**src/rtl/data_mem_arbiter_pkg.sv**
```systemverilog
// Shared widths, state/port encodings and the latched memory command type
// for the two-port data memory arbiter.
package data_mem_arbiter_pkg;

    localparam int unsigned ADDR_W = 32;
    localparam int unsigned DATA_W = 32;
    localparam int unsigned MASK_W = 4;
    localparam int unsigned NPORTS = 2;

    typedef enum logic [1:0] {
        ARB_IDLE  = 2'd0,
        ARB_ISSUE = 2'd1,
        ARB_WAIT  = 2'd2,
        ARB_RESP  = 2'd3
    } arb_state_e;

    localparam logic PORT_CPU = 1'b0;
    localparam logic PORT_AUX = 1'b1;

    typedef struct packed {
        logic              we;
        logic [ADDR_W-1:0] addr;
        logic [DATA_W-1:0] wdata;
        logic [MASK_W-1:0] sign_mask;
    } mem_cmd_t;

    function automatic mem_cmd_t make_cmd(
        input logic              we,
        input logic [ADDR_W-1:0] addr,
        input logic [DATA_W-1:0] wdata,
        input logic [MASK_W-1:0] sign_mask
    );
        mem_cmd_t c;
        c.we        = we;
        c.addr      = addr;
        c.wdata     = wdata;
        c.sign_mask = sign_mask;
        return c;
    endfunction

endpackage

```
**src/rtl/data_mem_arbiter_rr_arb2.sv**
```systemverilog
// Combinational two-way picker: fixed priority to port 0 or alternate
// against the previous grant when both ports request.
module rr_arb2
    import data_mem_arbiter_pkg::*;
(
    input  logic req0_i,
    input  logic req1_i,
    input  logic last_grant_i,
    input  logic fixed_prio_i,
    output logic grant_c_o,
    output logic grant_id_c_o
);

    always_comb begin
        grant_c_o    = req0_i | req1_i;
        grant_id_c_o = PORT_CPU;
        if (req0_i && req1_i) begin
            grant_id_c_o = fixed_prio_i ? PORT_CPU : ~last_grant_i;
        end else if (req1_i) begin
            grant_id_c_o = PORT_AUX;
        end
    end

endmodule

```
**src/rtl/data_mem_arbiter.sv**
```systemverilog
// Shares the single-ported data memory between the CPU load/store unit (port 0)
// and an auxiliary master (port 1), one access at a time, tracking clk_stall.
module data_mem_arbiter
    import data_mem_arbiter_pkg::*;
#(
    parameter int unsigned FIXED_PRIO = 0,
    parameter int unsigned TIMEOUT    = 64
) (
    input  logic              clk,
    input  logic              rst_n,
    input  logic              p0_req,
    input  logic              p0_we,
    input  logic [ADDR_W-1:0] p0_addr,
    input  logic [DATA_W-1:0] p0_wdata,
    input  logic [MASK_W-1:0] p0_sign_mask,
    output logic              p0_ack,
    output logic              p0_err,
    output logic [DATA_W-1:0] p0_rdata,
    input  logic              p1_req,
    input  logic              p1_we,
    input  logic [ADDR_W-1:0] p1_addr,
    input  logic [DATA_W-1:0] p1_wdata,
    input  logic [MASK_W-1:0] p1_sign_mask,
    output logic              p1_ack,
    output logic              p1_err,
    output logic [DATA_W-1:0] p1_rdata,
    output logic [ADDR_W-1:0] mem_addr,
    output logic [DATA_W-1:0] mem_wdata,
    output logic              mem_memwrite,
    output logic              mem_memread,
    output logic [MASK_W-1:0] mem_sign_mask,
    input  logic [DATA_W-1:0] mem_rdata,
    input  logic              mem_clk_stall,
    output logic              busy,
    output logic              owner
);

    localparam int unsigned CNT_W = $clog2(TIMEOUT + 1);

    arb_state_e                   state_q,      state_d;
    mem_cmd_t                     cmd_q,        cmd_d;
    logic                         owner_q,      owner_d;
    logic                         last_grant_q, last_grant_d;
    logic                         seen_stall_q, seen_stall_d;
    logic [CNT_W-1:0]             cnt_q,        cnt_d;
    logic [NPORTS-1:0]            ack_q,        ack_d;
    logic [NPORTS-1:0]            err_q,        err_d;
    logic [NPORTS-1:0][DATA_W-1:0] rdata_q,     rdata_d;
    logic                         memread_q,    memread_d;
    logic                         memwrite_q,   memwrite_d;
    logic                         busy_q,       busy_d;

    logic                         grant_c;
    logic                         grant_id_c;
    logic                         fixed_prio_c;
    logic [CNT_W-1:0]             cnt_inc_c;
    mem_cmd_t                     req_cmd0_c;
    mem_cmd_t                     req_cmd1_c;

    assign fixed_prio_c = (FIXED_PRIO != 0);
    assign cnt_inc_c    = cnt_q + CNT_W'(1);
    assign req_cmd0_c   = make_cmd(p0_we, p0_addr, p0_wdata, p0_sign_mask);
    assign req_cmd1_c   = make_cmd(p1_we, p1_addr, p1_wdata, p1_sign_mask);

    rr_arb2 u_rr_arb2 (
        .req0_i       (p0_req),
        .req1_i       (p1_req),
        .last_grant_i (last_grant_q),
        .fixed_prio_i (fixed_prio_c),
        .grant_c_o    (grant_c),
        .grant_id_c_o (grant_id_c)
    );

    // Next-state and registered-output computation.
    always_comb begin
        state_d      = state_q;
        cmd_d        = cmd_q;
        owner_d      = owner_q;
        last_grant_d = last_grant_q;
        seen_stall_d = seen_stall_q;
        cnt_d        = cnt_q;
        ack_d        = '0;
        err_d        = '0;
        rdata_d      = rdata_q;
        memread_d    = 1'b0;
        memwrite_d   = 1'b0;

        unique case (state_q)
            ARB_IDLE: begin
                // Hold off while the memory is still finishing an orphaned access.
                if (!mem_clk_stall && grant_c) begin
                    state_d      = ARB_ISSUE;
                    owner_d      = grant_id_c;
                    last_grant_d = grant_id_c;
                    cmd_d        = (grant_id_c == PORT_AUX) ? req_cmd1_c : req_cmd0_c;
                    memread_d    = ~cmd_d.we;
                    memwrite_d   = cmd_d.we;
                end
            end
            ARB_ISSUE: begin
                state_d = ARB_WAIT;
            end
            ARB_WAIT: begin
                if (mem_clk_stall) begin
                    seen_stall_d = 1'b1;
                end
                if (seen_stall_q && !mem_clk_stall) begin
                    state_d           = ARB_RESP;
                    ack_d[owner_q]    = 1'b1;
                    rdata_d[owner_q]  = cmd_q.we ? '0 : mem_rdata;
                end else if (cnt_inc_c == CNT_W'(TIMEOUT)) begin
                    state_d           = ARB_RESP;
                    ack_d[owner_q]    = 1'b1;
                    err_d[owner_q]    = 1'b1;
                    rdata_d[owner_q]  = '0;
                end else begin
                    cnt_d = cnt_inc_c;
                end
            end
            ARB_RESP: begin
                state_d      = ARB_IDLE;
                seen_stall_d = 1'b0;
                cnt_d        = '0;
            end
        endcase

        busy_d = (state_d != ARB_IDLE);
    end

    always_ff @(posedge clk or negedge rst_n) begin
        if (!rst_n) begin
            state_q      <= ARB_IDLE;
            cmd_q        <= '0;
            owner_q      <= PORT_CPU;
            last_grant_q <= PORT_AUX;
            seen_stall_q <= 1'b0;
            cnt_q        <= '0;
            ack_q        <= '0;
            err_q        <= '0;
            rdata_q      <= '0;
            memread_q    <= 1'b0;
            memwrite_q   <= 1'b0;
            busy_q       <= 1'b0;
        end else begin
            state_q      <= state_d;
            cmd_q        <= cmd_d;
            owner_q      <= owner_d;
            last_grant_q <= last_grant_d;
            seen_stall_q <= seen_stall_d;
            cnt_q        <= cnt_d;
            ack_q        <= ack_d;
            err_q        <= err_d;
            rdata_q      <= rdata_d;
            memread_q    <= memread_d;
            memwrite_q   <= memwrite_d;
            busy_q       <= busy_d;
        end
    end

    assign p0_ack        = ack_q[0];
    assign p0_err        = err_q[0];
    assign p0_rdata      = rdata_q[0];
    assign p1_ack        = ack_q[1];
    assign p1_err        = err_q[1];
    assign p1_rdata      = rdata_q[1];
    assign mem_addr      = cmd_q.addr;
    assign mem_wdata     = cmd_q.wdata;
    assign mem_sign_mask = cmd_q.sign_mask;
    assign mem_memread   = memread_q;
    assign mem_memwrite  = memwrite_q;
    assign busy          = busy_q;
    assign owner         = owner_q;

endmodule

```
**config.mk**
```make
export PLATFORM = sky130hd
export DESIGN_NAME = data_mem_arbiter
export DESIGN_NICKNAME = d
export VERILOG_FILES = /design/src/rtl/data_mem_arbiter_pkg.sv /design/src/rtl/data_mem_arbiter_rr_arb2.sv /design/src/rtl/data_mem_arbiter.sv
export SDC_FILE = /design/constraint.sdc
export NUM_CORES = 1
export LEC_CHECK = 0
export CORE_MARGIN = 5
export CORE_UTILIZATION = 38
export DETAILED_ROUTE_END_ITERATION = 10
export GPL_TIMING_DRIVEN = 0
export PLACE_DENSITY = 0.77
export SYNTH_ARGS = -nofsm -noshare
export SYNTH_HDL_FRONTEND = slang
export SYNTH_SLANG_ARGS = --single-unit
```
**constraint.sdc**
```tcl
create_clock -name clk -period 2.37 [get_ports clk]
set_clock_uncertainty 0.2 [all_clocks]
set_input_delay 0.474 -clock clk [delete_from_list [all_inputs] [get_ports clk]]
set_output_delay 0.474 -clock clk [all_outputs]
set_load 0.005 [all_outputs]
```
Word level (Yosys, flattened, before mapping)

Cells that the tools add are included.

Shifts and indexed selects: 0
$add $sub $neg: 1
Multiplexer cells: 29
Multipliers: 0
$lt $le $gt $ge: 2
Equal/unequal tests: 7
Reduce and logical (&&, ||, !) cells: 13
Bitwise operators: 5
Div/mod/pow operators: 0

Operator list:

| cell                                               | count |
|---|---|
| two-way mux 64 bit                                 | 2 |
| two-way mux 69 bit                                 | 1 |
| bitwise AND 64 bit                                 | 1 |
| bitwise mux 64 bit                                 | 1 |
| two-way mux 32 bit                                 | 2 |
| NOT 64 bit                                         | 1 |
| demux 32 bit (select 1 bit)                        | 1 |
| two-way mux 2 bit                                  | 8 |
| two-way mux 7 bit                                  | 2 |
| one-hot mux 7 bit (2 select lines)                 | 1 |
| two-way mux 1 bit                                  | 8 |
| one-hot mux 2 bit (4 select lines)                 | 1 |
| adder 7 x 1 -> 7 bit, second input constant        | 1 |
| == test 7 bit, second input constant               | 1 |
| inequality test 2 bit, second input constant       | 3 |
| AND reduction 2 bit                                | 3 |
| nonzero test 2 bit                                 | 3 |
| == test 2 bit, second input constant               | 2 |
| logical AND 1 bit                                  | 4 |
| AND reduction 3 bit                                | 1 |
| == test 2 x 1 -> 1 bit, second input constant      | 1 |
| logical NOT 2 bit                                  | 1 |
| < comparator 1 x 2 -> 1 bit, second input constant | 1 |
| NOT 1 bit                                          | 2 |
| other kinds (5)                                    | 5 |

RAM bits: 0
Memory bits (read-only): 0
Flip-flop bits (word level): 152
Memories: 0
Bits in latches: 0
Input bits: 175

Longest topological paths before layout

Gate-level depths: netlist of run 1.

Depth after elaboration: 8
Mapped depth: 8

Modules after synthesis

A second synthesis of run 1 with hierarchy kept.

Cells, all modules: 615
Area total of the unflattened synthesis: 6,921.6 um^2

By module, submodules not included:

| module           | area an instance (um^2) | instances | cells each |
|---|---|---|---|
| data_mem_arbiter | 6,904.1                 | 1         | 612 |
| rr_arb2          | 17.5                    | 1         | 3 |

Least setup slack after synthesis of run 1

Ideal clock, no wire load.

Kind: register to register
Start point: register cnt_q[0]
End point: register rdata_q, in the netlist p0_rdata[10]
Path buffers: 2
Required time: 2,049 ps
Arrival time: 2,019 ps
Stages on the path, launching flop included: 9
Path slack: 30 ps
Cells stage by stage: dfrtp_1 > ha_1 > nand2_1 > a21o_1 > o41ai_4 > nand2b_1 > buf_2 > buf_6 > a22o_1

Longest elaborated chain between the ends: 4

RTL lines:

| item                                 | RTL line                | text |
|---|---|---|
| start: declaration                   | data_mem_arbiter.sv:45  | `logic [CNT_W-1:0] cnt_q, cnt_d;` |
| start signal: assignment             | data_mem_arbiter.sv:150 | `cnt_q <= cnt_d;` |
| adder 7 x 1 -> 7 bit                 | data_mem_arbiter.sv:61  | `assign cnt_inc_c = cnt_q + CNT_W'(1);` |
| == test 7 bit                        | data_mem_arbiter.sv:111 | `end else if (cnt_inc_c == CNT_W'(TIMEOUT)) begin` |
| nonzero test 2 bit (no source line)  | n/a                     |  |
| AND reduction 2 bit (no source line) | n/a                     |  |
| end signal: assignment               | data_mem_arbiter.sv:153 | `rdata_q <= rdata_d;` |
| end: declaration                     | data_mem_arbiter.sv:48  | `logic [NPORTS-1:0][DATA_W-1:0] rdata_q, rdata_d;` |

No other way between the ends.
A chain may end at the register's enable or synchronous reset.

Final worst setup path of run 1

Start point: register cnt_q[5]
End point: register rdata_q, in the netlist p0_rdata[28]

Same word-level chain as after synthesis.

==> results of run 1 <==
[synthesized netlist by cell type, types with 2 or more instances]
cell / number / area [um^2]
nand4_1: 4 / 25.0
nor2_1: 11 / 41.3
buf_6: 3 / 33.8
dfrtp_1: 151 / 3780
nand2b_1: 2 / 12.5
a31o_2: 3 / 26.3
o32a_1: 2 / 20.0
mux2i_1: 69 / 691
a22o_1: 66 / 578
buf_1: 4 / 15.0
a32o_1: 4 / 40.0
buf_2: 8 / 40.0
and2_1: 3 / 18.8
inv_1: 7 / 26.3
o21a_1: 2 / 15.0
buf_4: 68 / 510
ha_1: 4 / 50.1
nor2b_1: 3 / 18.8
o21ai_0: 70 / 350
clkbuf_1: 25 / 93.8
nand3_1: 3 / 15.0
nor3_1: 3 / 15.0
nor3b_1: 3 / 22.5
nand2_1: 80 / 300
[worst register-to-register path, delay by kind of cell, from the launching register on]
kind / cells / cell delay [ns]
flops: 1 / 0.44
buf+inv: 2 / 0.34
compound gates: 3 / 0.93
simple gates: 2 / 0.35
[report_power, final]
part	internal, uW	total (uW)	switching, uW
sequential	3650	4260	614
clock	1410	2650	1240
combinational	3560	5570	2010
total	8610	12500	3870
[layout make-up]
class                      count  area, um^2
fill                        1495        6630
sequential                   152        3810
timing repair buffer         331        3390
multi-input combinational    345        2410
buffer                       107         758
clock buffer                  17         425
tap                          229         287
clock inverter                15         156
inverter                       7        26.3
[worst paths after layout]
check	from	endpoint	slack [ns]	cells after the start
max reg2reg	cnt_q[5]	p0_rdata[28]	0.01	7
min	last_grant_q	last_grant_q	0.26	2
min reg2reg	last_grant_q	last_grant_q	0.26	2
min in group asynchronous	rst_n	ack_q[1]	0.39	2
max	cnt_q[5]	p0_rdata[28]	0.01	7
max in group asynchronous	rst_n	cnt_q[3]	0.72	3
[metal layers]
metal,share of wire [%],wire length (um),up-vias
li1,-,-,2797
met1,38,8270,2832
met2,50,10900,240
met3,10,2200,33
met4,2.1,464,0
met5,0,0,-
[repair_timing]
item	4_1_cts	5_1_grt
pin swaps	2	32
endpoints found under the hold margin	52	0
resized for setup	15	40
cloned	0	5
buffers inserted	7	3
setup endpoints to repair	136	120
hold buffers	1	0
[metrics by stage]
| stage | power (uW) | hold slack, ns | setup WS (ns) | TNS [ns] |
|---|---|---|---|---|
| global placement | 9510 | 0.246 | -5.64 | -911.87 |
| finish | 12500 | 0.260 | 0.0108 | 0 |
| floorplan | 6620 | -0.0216 | 0.0299 | 0 |
| detailed placement | 9620 | 0.252 | -0.732 | -61.27 |
| global route | 13300 | 0.271 | -0.0885 | -3.35 |
| CTS | 12400 | 0.264 | 0.0130 | 0 |
[cells in the final DEF (no fill, tap or decap), types with 10 or more instances in the layout]
master | Yosys | layout
clkdlybuf4s50_1 | 0 | 313
clkbuf_1 | 25 | 15
buf_4 | 68 | 78
nor2_1 | 11 | 10
o21ai_0 | 70 | 70
clkbuf_16 | 0 | 22
mux2i_1 | 69 | 69
a22o_1 | 66 | 66
nand2_1 | 80 | 79
dfrtp_1 | 151 | 148
clkbuf_2 | 0 | 10
[flip-flops by register name, summed over array words and instances, names as in the netlist, 2 cells and up]
| register | flops |
|---|---|
| mem_addr | 32 |
| ack_q | 2 |
| cnt_q | 7 |
| mem_sign_mask | 4 |
| p0_rdata | 32 |
| state_q | 2 |
| err_q | 2 |
| mem_wdata | 32 |
| p1_rdata | 32 |
[cell families after synthesis]
| group | synth area share [%] |
|---|---|
| buf+inv | 10.4 |
| mux | 10.2 |
| compound gates | 16.0 |
| simple gates | 7.43 |
| fa+ha+maj | 0.726 |
| flops | 55.2 |
==> metrics.yaml, run 1 <==
status: "finished clean"
grt_pass1_wl_um: 32300
period_share_pct: 99.5
firstDrtPassIters: 5
core_area_um2: 17900
crit_chain: "and3_4, a21o_1, o41ai_4, nand2b_1, buf_6, clkbuf_16, a22o_1"
grt_use_met2_pct: 33.9
die_y_um: 145
dp_cells: 1156
drt_iter0_markers: 257
final-max-slew-violation-count: 0
antenna_left: 0
synthToLayoutAreaGrowth_pct: 63.5
drv_cap: 0
irDropWorstVdd_mv: 0.613
tightestPinTransition_ns: 0.511
synth_ff_type: "dfrtp_1"
root_buffer: "clkbuf_16"
syn_nets: 791
hold_class: "reg -> reg"
cp.arrival_ns: 2.46
fin_nets: 1140
netlist_instances: 612
crit_path_start_kind: "flip-flop"
async_flop_share_pct: 100
drc: 0
finalSetupViolCount: 0
grt_max_degree: 101
layout_min_cycle_time_ns: 2.36
h-tree-depth: 4
max_freq_mhz: 424
vias: 5902
n_antenna_cell: 0
final_util_pct: 63.0
cts_num_sinks: 152
clk_latency_ns: 0.41
cts_buffer_depth: 2
start_util_pct: 38.5
gp_congestion: 0.807
postSynthRegisterBits: 152
busiest_layer: "met2"
critical_path.top_delay_family: "compound AO/OA/AOI/OAI gates"
cts_made_buffers: 17
ys_seq_area_share_pct: 55.2
powerDensity_nw_per_um2: 1110
row_count: 49
cp.required_ns: 2.47
synth_cell_types: 38
layout.cells.non_filler: 1203
post_drt_wl_per_cell_um: 18.1
dp_hpwl_um: 16500
critical_path_buf_inv_count: 2
synth_edf_count: 0
max_stage_delay_ns: 0.50
yosysWarnings: 0
drive_above_1_share_pct: 16.0
portBuffers: 314
vias_per_cell: 4.91
rsz0062_at_grt: "yes"
syn_avg_cell_area_um2: 11.3
io_pins: 315
grtUsageMet3_pct: 8.15
met1_usage_pct: 23.1
cp_slowest_cell: "o41ai_4"
grt_overflow: 0
die-area_um2: 20900
die_width_um: 145
end_kind: "flip-flop"
antenna_found_initial: 1
max_slew_margin_pct: 65.7
final_area_um2: 11300
placed_area_um2: 10300
cts.clk_slew.worst_paths_ns: 0.07
cp_max_fo: 9
leakage_uw: 0.00513
track_usage_pct: 20.0
finalHoldViolCount: 0
cts_tree: "yes"
grt_pass1_vias: 6060
syn_area_um2: 6890
finalWirelength_um: 21800
crit_type: "reg -> reg"
Power figures use the tool's default switching activity.
==> run 2: changes to the inputs <==
Settings changed: CORE_ASPECT_RATIO from default to 0.8.
==> metrics.yaml, run 2 (synthesis results as in run 1) <==
status: "finished clean"
max_stage_delay_ns: 0.45
fin_nets: 1134
grt_pass1_vias: 5931
pwr-share-clk_pct: 21.6
core_area_um2: 18000
crit_path_frequent_cell: "buf_4"
layout.cells.non_filler: 1198
post_drt_wl_per_cell_um: 17.8
comb_power_share_pct: 44.0
leakage_uw: 0.00503
portBuffers: 314
track_usage_pct: 19.8
grt_max_degree: 78
drv_cap: 0
r2r-start: "cnt_q[1]"
h-tree-depth: 4
cp_max_fo: 10
powerDensity_nw_per_um2: 1110
layout_min_cycle_time_ns: 2.31
synthToLayoutAreaGrowth_pct: 61.1
dp_hpwl_um: 16300
row_count: 44
p_int_uw: 8570
die_y_um: 130
antenna_left: 0
tightestPinTransition_ns: 0.726
period_share_pct: 97.7
cp_slowest_cell: "o41ai_4"
root_buffer: "clkbuf_16"
end_kind: "flip-flop"
antenna_found_initial: 0
r2r_end: "p0_rdata[21]"
dp_cells: 1157
drive_above_1_share_pct: 15.3
power_frac_seq_pct: 34.4
worstHoldStart: "last_grant_q"
cts_tree: "yes"
crit_chain: "buf_4, buf_4, nand4_1, a2bb2oi_2, o41ai_4, nand2b_1, buf_4, buf_6, a22o_1"
layout_commonest_cell: "clkdlybuf4s50_1"
finalHoldViolCount: 0
irDropWorstVdd_mv: 0.586
cts.clk_slew.worst_paths_ns: 0.06
cts_made_buffers: 17
io_pins: 315
grt_pass1_wl_um: 32500
drc: 0
start_util_pct: 38.3
cts_buffer_depth: 2
crit_type: "reg -> reg"
hold_depth: 2
vias: 5812
die_width_um: 161
cp.arrival_ns: 2.42
crit_path_start_kind: "flip-flop"
drt_iter0_markers: 182
finalWirelength_um: 21300
worstHoldEndpoint: "last_grant_q"
clk_latency_ns: 0.42
die-area_um2: 20900
final_util_pct: 61.7
r2r_cells: 9
cp.required_ns: 2.48
grt_overflow: 0
vias_per_cell: 4.85
max_slew_margin_pct: 51.6
firstDrtPassIters: 4
gp_congestion: 0.824
swShare_pct: 30.7
reg2reg_setup_slack_ns: 0.06
n_antenna_cell: 0
final_cell_mix: "clkdlybuf4s50_1 (313), dfrtp_1 (150), nand2_1 (80)"
cts_num_sinks: 152
max_freq_mhz: 432
final-max-slew-violation-count: 0
power_switching_uw: 3800
finalSetupViolCount: 0
hold_class: "reg -> reg"
## run 2: changes by cell type in the layout (fill, tap and decap cells not counted), moves of 2 or more
| cell | previous run | this run |
|---|---|---|
| dfrtp_2 | 3 | 1 |
| inv_8 | 6 | 1 |
| buf_8 | 5 | 0 |
| buf_2 | 2 | 5 |
| dfrtp_1 | 148 | 150 |
| clkbuf_16 | 22 | 17 |
| nor3_1 | 2 | 0 |
| nor3_2 | 1 | 3 |
| clkbuf_2 | 10 | 5 |
| inv_6 | 3 | 6 |
| clkbuf_1 | 15 | 17 |
## run 2: per-layer routing
| layer | track usage (%) | vias up | share of wire, % |
|---|---|---|---|
| li1 | - | 2788 | - |
| met1 | 25.4 | 2795 | 43 |
| met2 | 32.1 | 194 | 48 |
| met3 | 5.39 | 35 | 6.4 |
| met4 | 8.24 | 0 | 2.8 |
| met5 | 0 | - | 0 |
## run 2: critical path: cells and delay by family (launching register included)
kind | cells | cell delay [ns]
compound gates | 3 | 0.88
buf+inv | 4 | 0.58
flops | 1 | 0.36
simple gates | 2 | 0.19
## run 2: worst max path at each step
stage,cells past startpoint,end,from
after global placement,1,p1_rdata[19],rst_n
after detailed placement,7,mem_addr[19],p1_req
after global routing,9,p0_rdata[19],cnt_q[1]
after floorplan,8,p0_rdata[10],cnt_q[0]
final,9,p0_rdata[21],cnt_q[1]
after CTS,7,mem_wdata[25],state_q[0]
## run 2: cell type report
cell class	count	area, um^2
fillers	1458	6900
inverters	7	26.3
clock inverters	15	163
flip-flops and latches	152	3810
well taps	230	288
repair buffers	324	3250
clock buffers	17	425
plain buffers	108	741
multi-input cells	345	2410
## run 2: power by group through the flow
stage / sequential [uW] / combinational, uW / clock, uW
after CTS: 4240 / 5460 / 2730
after global placement: 4240 / 5290 / 0
after global routing: 4380 / 5890 / 2860
after detailed placement: 4260 / 5400 / 0
final: 4250 / 5450 / 2670
after floorplan: 4190 / 2430 / 0
## run 2: stage by stage
step / total power (uW) / hold WS, ns / setup slack (ns) / TNS [ns] / instance area [um^2]
6_report: 12400 / 0.267 / 0.0552 / 0 / 11100
5_1_grt: 13100 / 0.280 / -0.0306 / -0.432 / 11100
4_1_cts: 12400 / 0.269 / 0.000195 / 0 / 11000
3_3_place_gp: 9530 / 0.258 / -5.55 / -904.49 / 10300
3_5_place_dp: 9660 / 0.257 / -0.827 / -70.30 / 10400
2_1_floorplan: 6620 / -0.0216 / 0.0299 / 0 / 6890
## run 2: repair_timing
action,in CTS,in global routing
endpoints found under the hold margin,75,0
setup endpoints to repair,143,106
setup buffers,4,3
pin swaps,2,4
gates cloned,0,1
resized for setup,15,25
hold buffers,1,0
==> run 3: changes to the inputs <==
Settings changed: HOLD_SLACK_MARGIN from default to 0.15, TNS_END_PERCENT from default to 5.
==> metrics.yaml, run 3 (synthesis results as in run 1) <==
grt_max_degree: 78
vias_per_cell: 4.83
vias: 5770
grt_overflow: 0
gp_congestion: 0.824
period_share_pct: 99.1
root_buffer: "clkbuf_16"
dp_slack_ns: -0.827
finalHoldViolCount: 0
clk_latency_ns: 0.42
dp_hpwl_um: 16300
cts.clk_slew.worst_paths_ns: 0.07
final_area_um2: 11000
rsz0062_at_grt: "yes"
dp_cells: 1157
max_slew_margin_pct: 52.2
grt_pass1_wl_um: 32500
grt_pass1_vias: 5922
max_stage_delay_ns: 0.58
cts_buffer_depth: 2
hold_class: "reg -> reg"
final-max-slew-violation-count: 0
cp_slowest_cell: "clkbuf_1"
irDropWorstVdd_mv: 0.589
tightestPinTransition_ns: 0.716
h-tree-depth: 4
finalSetupViolCount: 0
drv_cap: 0
n_antenna_cell: 0
cts_made_buffers: 17
powerDensity_nw_per_um2: 1120
worst_slack_ns: 0.0222
row_count: 44
max_freq_mhz: 426
antenna_found_initial: 0
leakage_uw: 0.00500
critical_path_buf_inv_count: 3
io_pins: 315
crit_chain: "clkdlybuf4s50_1, a21boi_0, clkbuf_2, clkbuf_1, mux2i_1, o21ai_0"
layout_min_cycle_time_ns: 2.35
finalWirelength_um: 21200
firstDrtPassIters: 5
die_width_um: 161
crit_path_start_kind: "primary input"
final_cell_mix: "clkdlybuf4s50_1 (313), dfrtp_1 (149), nand2_1 (80)"
placed_area_um2: 10400
post_drt_wl_per_cell_um: 17.8
synthToLayoutAreaGrowth_pct: 60.3
portBuffers: 314
reg2reg_setup_slack_ns: 0.06
drt_iter0_markers: 181
cp.arrival_ns: 2.44
start_util_pct: 38.3
final_util_pct: 61.4
cts_tree: "yes"
drc: 0
track_usage_pct: 19.8
crit_type: "in -> reg"
layout_commonest_cell: "clkdlybuf4s50_1"
fin_nets: 1131
core_area_um2: 18000
end_kind: "flip-flop"
drive_above_1_share_pct: 14.8
cts_num_sinks: 152
status: "finished clean"
antenna_left: 0
critical_path.top_delay_family: "buffers and inverters"
layout.cells.non_filler: 1195
cp.required_ns: 2.46
cp_max_fo: 10
die_y_um: 130
die-area_um2: 20900
[run 3: tightest hold or removal path: cells and delay by family (launching register included)]
family / cells / cell delay [ns]
simple gates: 2 / 0.09
flops: 1 / 0.37
[run 3: metrics by stage]
stage	power, uW	hold slack (ns)	TNS [ns]
2_1_floorplan	6620	-0.0216	0
3_3_place_gp	9530	0.258	-904.49
3_5_place_dp	9660	0.257	-70.30
4_1_cts	12400	0.269	0
5_1_grt	13100	0.280	-1.12
6_report	12300	0.267	0
[run 3: where the power goes]
group | total, uW | leakage (uW) | internal, uW | switching, uW
combinational | 5420 | 0.00276 | 3410 | 2010
sequential | 4250 | 0.00196 | 3650 | 600
clock | 2670 | 0.000279 | 1490 | 1180
total | 12300 | 0.00500 | 8550 | 3790
[run 3: worst paths after layout]
path / from / end / cells after the start
max: p1_req / mem_addr[15] / 6
min: last_grant_q / last_grant_q / 2
min in group asynchronous: rst_n / mem_wdata[10] / 2
max in group asynchronous: rst_n / last_grant_q / 3
min reg2reg: last_grant_q / last_grant_q / 2
max reg2reg: cnt_q[1] / p1_rdata[27] / 7
[run 3: area by class of cell]
cell class	instances	area [um^2]
Multi-Input combinational cell	345	2390
Clock inverter	15	163
Tap cell	230	288
Clock buffer	17	425
Inverter	7	26.3
Sequential cell	152	3810
Timing Repair Buffer	321	3220
Fill cell	1469	6960
Buffer	108	722
[run 3: what timing repair did]
item,4_1_cts,5_1_grt
hold buffers,1,0
setup endpoints to repair,143,106
resized for setup,16,13
setup buffers,2,3
pin swaps,2,3
endpoints found under the hold margin,75,0
[run 3: routing by layer]
metal	vias to the layer above	share of wire, %	global-route usage, %	wire length (um)
met5	-	0	0	0
met4	0	2.8	8.24	586
met3	34	6.9	5.39	1470
met2	195	48	32.0	10200
met1	2766	42	25.4	8960
li1	2775	-	-	-
